## config.mk

```make
export PLATFORM = sky130hd
export DESIGN_NAME = mmio_uart_tx_port
export DESIGN_NICKNAME = d
export VERILOG_FILES = /design/src/rtl/mmio_uart_tx_port.sv
export SDC_FILE = /design/constraint.sdc
export NUM_CORES = 1
export LEC_CHECK = 0
export BUFFER_PORTS_ARGS = -buffer_cell sky130_fd_sc_hd__buf_2
export CORE_UTILIZATION = 35
export DETAILED_ROUTE_END_ITERATION = 7
export PLACE_DENSITY = 0.58
export SYNTH_ARGS = -nofsm -noshare
export SYNTH_HDL_FRONTEND = slang
export SYNTH_SLANG_ARGS = --single-unit
```

## constraint.sdc

```tcl
create_clock -name clk -period 2.7 [get_ports clk]
set_clock_uncertainty 0.05 [all_clocks]
set_input_delay 0.135 -clock clk [delete_from_list [all_inputs] [get_ports clk]]
set_output_delay 0.135 -clock clk [all_outputs]
set_load 0.01 [all_outputs]
```

## src/rtl/mmio_uart_tx_port.sv

```systemverilog
// Memory-mapped UART transmitter: a 4-entry TX FIFO drained by an 8N1 serializer,
// plus status, baud divisor and synchronized input-port registers.
//
// state | meaning
// IDLE  | line high, waiting for a queued byte
// START | start bit (low) for one bit time
// DATA  | eight data bits, LSB first
// STOP  | stop bit (high); pops the next byte back-to-back if one is queued
module mmio_uart_tx_port #(
    parameter logic [31:0] BASE_ADDR       = 32'hFFFF_0000,
    parameter logic [15:0] DEFAULT_DIVISOR = 16'd434,
    parameter int          FIFO_DEPTH      = 4
) (
    input  logic        clk,
    input  logic        reset,
    input  logic [31:0] Address,
    input  logic [31:0] WriteData,
    input  logic        MemWrite,
    input  logic        MemRead,
    input  logic [7:0]  PortIn,
    output logic [31:0] ReadData,
    output logic        Hit,
    output logic        tx,
    output logic        TxEmptyIrq
);

    typedef enum logic [1:0] {IDLE, START, DATA, STOP} state_t;

    state_t      state, state_next;
    logic [7:0]  fifo_mem [FIFO_DEPTH];
    logic [1:0]  wr_ptr, rd_ptr;
    logic [2:0]  count;
    logic        overflow;
    logic [15:0] divisor, div_lat, timer;
    logic [7:0]  shift;
    logic [2:0]  bit_idx;
    logic [7:0]  sync1, sync2;

    logic        tx_next, pop, start_frame;
    logic [15:0] timer_next, div_lat_next;
    logic [7:0]  shift_next;
    logic [2:0]  bit_idx_next;

    logic [1:0]  offset;
    logic        wr_sel, push, accept, full, empty, busy;
    logic        unused_bits;

    assign offset      = Address[3:2];
    assign Hit         = Address[31:4] == BASE_ADDR[31:4];
    assign wr_sel      = MemWrite & Hit;
    assign push        = wr_sel && (offset == 2'd0);
    assign full        = count == 3'(FIFO_DEPTH);
    assign empty       = count == 3'd0;
    assign busy        = state != IDLE;
    assign accept      = push && (!full || pop);
    assign unused_bits = ^{Address[1:0], WriteData[31:16]};

    always_comb begin
        state_next   = state;
        tx_next      = tx;
        timer_next   = timer;
        div_lat_next = div_lat;
        shift_next   = shift;
        bit_idx_next = bit_idx;
        start_frame  = 1'b0;
        pop          = 1'b0;
        case (state)
            IDLE: begin
                tx_next = 1'b1;
                if (!empty) start_frame = 1'b1;
            end
            START: begin
                if (timer == 16'd0) begin
                    tx_next      = shift[0];
                    bit_idx_next = 3'd0;
                    timer_next   = div_lat - 16'd1;
                    state_next   = DATA;
                end else begin
                    timer_next = timer - 16'd1;
                end
            end
            DATA: begin
                if (timer == 16'd0) begin
                    timer_next = div_lat - 16'd1;
                    if (bit_idx == 3'd7) begin
                        tx_next    = 1'b1;
                        state_next = STOP;
                    end else begin
                        bit_idx_next = bit_idx + 3'd1;
                        shift_next   = {1'b0, shift[7:1]};
                        tx_next      = shift[1];
                    end
                end else begin
                    timer_next = timer - 16'd1;
                end
            end
            STOP: begin
                if (timer == 16'd0) begin
                    if (!empty) start_frame = 1'b1;
                    else        state_next  = IDLE;
                end else begin
                    timer_next = timer - 16'd1;
                end
            end
            default: state_next = IDLE;
        endcase
        // The divisor is captured here so a mid-frame DIVISOR write only affects later frames.
        if (start_frame) begin
            pop          = 1'b1;
            shift_next   = fifo_mem[rd_ptr];
            div_lat_next = divisor;
            timer_next   = divisor - 16'd1;
            tx_next      = 1'b0;
            state_next   = START;
        end
    end

    always_ff @(posedge clk) begin
        if (!reset) begin
            state      <= IDLE;
            tx         <= 1'b1;
            timer      <= 16'd0;
            div_lat    <= DEFAULT_DIVISOR;
            shift      <= 8'd0;
            bit_idx    <= 3'd0;
            wr_ptr     <= 2'd0;
            rd_ptr     <= 2'd0;
            count      <= 3'd0;
            overflow   <= 1'b0;
            divisor    <= DEFAULT_DIVISOR;
            sync1      <= 8'd0;
            sync2      <= 8'd0;
            TxEmptyIrq <= 1'b1;
        end else begin
            state   <= state_next;
            tx      <= tx_next;
            timer   <= timer_next;
            div_lat <= div_lat_next;
            shift   <= shift_next;
            bit_idx <= bit_idx_next;
            if (accept) wr_ptr <= wr_ptr + 2'd1;
            if (pop)    rd_ptr <= rd_ptr + 2'd1;
            case ({accept, pop})
                2'b10:   count <= count + 3'd1;
                2'b01:   count <= count - 3'd1;
                default: count <= count;
            endcase
            if (push && full && !pop)
                overflow <= 1'b1;
            else if (wr_sel && (offset == 2'd1) && WriteData[3])
                overflow <= 1'b0;
            if (wr_sel && (offset == 2'd2))
                divisor <= (WriteData[15:0] == 16'd0) ? 16'd1 : WriteData[15:0];
            sync1      <= PortIn;
            sync2      <= sync1;
            TxEmptyIrq <= empty && (state == IDLE);
        end
    end

    always_ff @(posedge clk) begin
        if (accept) fifo_mem[wr_ptr] <= WriteData[7:0];
    end

    always_comb begin
        ReadData = 32'd0;
        if (Hit && MemRead) begin
            case (offset)
                2'd1:    ReadData = {25'd0, count, overflow, busy, empty, full};
                2'd2:    ReadData = {16'd0, divisor};
                2'd3:    ReadData = {24'd0, sync2};
                default: ReadData = 32'd0;
            endcase
        end
    end

endmodule
```

==> impl_metrics.yaml <==
status:
  status: "complete, no violations"
floorplan:
  rows: 48
  ios: 111
  initial_core_util_pct: 36.1
  dieArea_mm2: 0.0185
  fp.dieW_um: 136
  die-height_um: 136
  core_area_mm2: 0.0174
critical_path:
  critPathLaunchType: "flop"
  cp_data_arrival_time_ns: 2.85
  endpoint_kind: "flop"
  required_ns: 2.95
  path_class: "reg -> reg"
  worstRegToRegCells: 12
  reg2reg_from: "timer[1]"
  crit_chain: "inv_1 -> ha_1 -> nor4b_2 -> buf_4 -> and4_1 -> o21a_1 -> and2_4 -> inv_2 -> fa_1 -> nor4_1 -> a21oi_1 -> mux2i_1"
  r2r-end: "count[2]"
  path_delay_family: "simple AND/OR/NAND/NOR gates"
  worst_path_max_delay_cell: "fa_1"
  crit_path_max_incr_delay_ns: 0.37
  crit_buf_inv: 3
  r2r_slack_ns: 0.09
  crit_fanout: 4
power_and_ir_drop:
  p_leak_nw: 3.15
  ir_drop_mv: 0.681
  p_per_area_mw_per_mm2: 1080
drt:
  drc_errors: 0
  first_pass_iters: 4
  wl_mm: 16.6
  routedWlPerCell_um: 16.2
  drt_iter0_markers: 312
  vias: 5457
  via_per_inst: 5.33
  ant_nets: 0
synth:
  async_flop_share_pct: 0
  synthTopCellsByArea: "dfxtp_1 28%, edfxtp_1 15%, nand2_1 4.4%"
  yosysWarnings: 0
  ys.flop_type: "dfxtp_1"
  synth_cells: 671
  netlist_top_cells_count: "89 x dfxtp_1, 73 x nand2_1, 64 x nor2_1"
  synth_top_cell_by_area: "dfxtp_1"
  synth_area_mm2: 0.00629
  synthDistinctLibCells: 73
  syn_avg_cell_area_um2: 9.37
  yosysSeqAreaShare_pct: 43.6
  synth_edf_count: 32
  ys_ff_latch: 121
  synth.most_common_cell: "dfxtp_1"
  synth_top_area_share_pct: 28.3
global_routing:
  overflow: 0
  grt_pass1_vias: 5262
  grt_max_degree: 54
  grt.total_usage_pct: 18.9
  antenna_found_initial: 0
  grt_pass1_wl_mm: 26.7
finish:
  final_nets: 876
  final_layout_size_suffix_gt1_share_pct: 22.5
  final_area_mm2: 0.00788
  area_growth_pct: 25.3
  diodes: 0
place:
  post-place-ws_ns: 0.0987
  dp_hpwl_mm: 11.9
  place_area_mm2: 0.00701
  globalplace.congestion: 0.876
  io_buffers: 76
sta:
  final_max_slew_viol_count: 0
  min_period_over_period_pct: 96.6
  fin_setup_tns_ns: 0
  min_period_ns: 2.61
  setup_slack_ns: 0.0913
  finalSetupViolCount: 0
  max_slew_margin_pct: 34.7
  fmax_mhz: 383
  rsz0062_at_grt: "no"
  hold_violations: 0
  tightest_slew_ns: 0.978
cts:
  post-cts-setup-buffer-count: 0
  cts_buffers: 17
  root_buffer: "clkbuf_16"
  clkTransAtPathRegs_ns: 0.06
  htreeDepth: 4
  clk_latency_ns: 0.42
  clock_path_buffers: 2
  cts_tree: "built"
  clock_sinks: 121
min_path:
  hold_class: "in -> reg"
  hold_path_startpoint: "Address[2]"
  whs_path_depth: 4
  whs_endpoint: "overflow"
job:
  maxCapViolCount: 0
## how the worst max path moves through the flow
stage	start	end	slack [ns]	depth (start not counted)
after floorplan	timer[0]	count[2]	0.02	12
after global placement	timer[1]	count[2]	0.08	12
after detailed placement	timer[1]	count[2]	0.1	12
after CTS	timer[1]	count[2]	0.07	12
after global routing	timer[1]	count[2]	0.02	12
final	timer[1]	count[2]	0.09	12
## state kept, by name (all words and copies together) (netlist names), named ones only
register,cells
fifo_mem,32
div_lat,16
divisor,16
timer,16
shift,8
sync1,8
sync2,8
bit_idx,3
count,3
rd_ptr,2
state,2
wr_ptr,2
TxEmptyIrq,1
overflow,1
tx,1
## area by class of cell
cell class / instances / area (um2)
timing repair buffer: 140 / 933
sequential: 121 / 2740
multi-input combinational: 490 / 3250
fill: 1693 / 9540
tap: 225 / 282
clock buffer: 18 / 429
inverter: 16 / 60.1
clock inverter: 14 / 184
## cells by family after synthesis
| kind of cell | synth area share, % |
|---|---|
| AOI/OAI and AO/OA | 14.6 |
| xor gates and xnor gates | 4.74 |
| adders and majority gates | 2.91 |
| buffers and inverters | 5.93 |
| DFF | 43.6 |
| muxes | 5.99 |
| other | 0.0597 |
| and+or+nand+nor | 22.2 |
## metrics by stage
step / utilization (%) / instances / total power, mW / hold slack (ns)
2_1_floorplan: - / 686 / 4.86 / 0.184
3_3_place_gp: 40.2 / 968 / 6.05 / 0.291
3_5_place_dp: 40.2 / 968 / 6.13 / 0.298
4_1_cts: 45.1 / 1024 / 8.52 / 0.169
5_1_grt: 45.2 / 1024 / 9.02 / 0.192
6_report: 45.2 / 1024 / 8.54 / 0.180
## report_power, final
group	internal, mW	switching, mW
sequential	2.00	0.137
combinational	1.62	2.42
clock	1.48	0.883
total	5.10	3.44
## worst min-delay path, cell delays in order
cell	delay, ns
buf_2	0.18
nand2_1	0.08
o21a_1	0.10
o21a_1	0.11
## placed cells by master, fill, tap and decap left out, drive strengths merged, types with 17 or more instances in the layout
cell type,n
clkbuf,18
dlygate4sd3,24
nand2,73
a22oi,20
buf,116
inv,23
xnor2,18
o21ai,23
a21oi,33
and2,23
nor4,17
dfxtp,89
edfxtp,32
nor2,67
## per-layer routing
metal | vias to the layer above | GRT usage (%) | routed length, um
met1 | 2594 | 23.6 | 7440
met3 | 30 | 3.99 | 845
met2 | 195 | 31.2 | 7930
met4 | 0 | 8.09 | 418
li1 | 2638 | - | -
met5 | - | 0 | 0
## repair_timing
| action | 4_1_cts | 5_1_grt |
|---|---|---|
| setup endpoints to repair | 0 | 1 |
| hold buffers | 24 | 0 |
| hold endpoints to repair | 52 | 0 |
| resized for setup | 0 | 3 |
No activity file was read; power rests on OpenSTA's default activity.
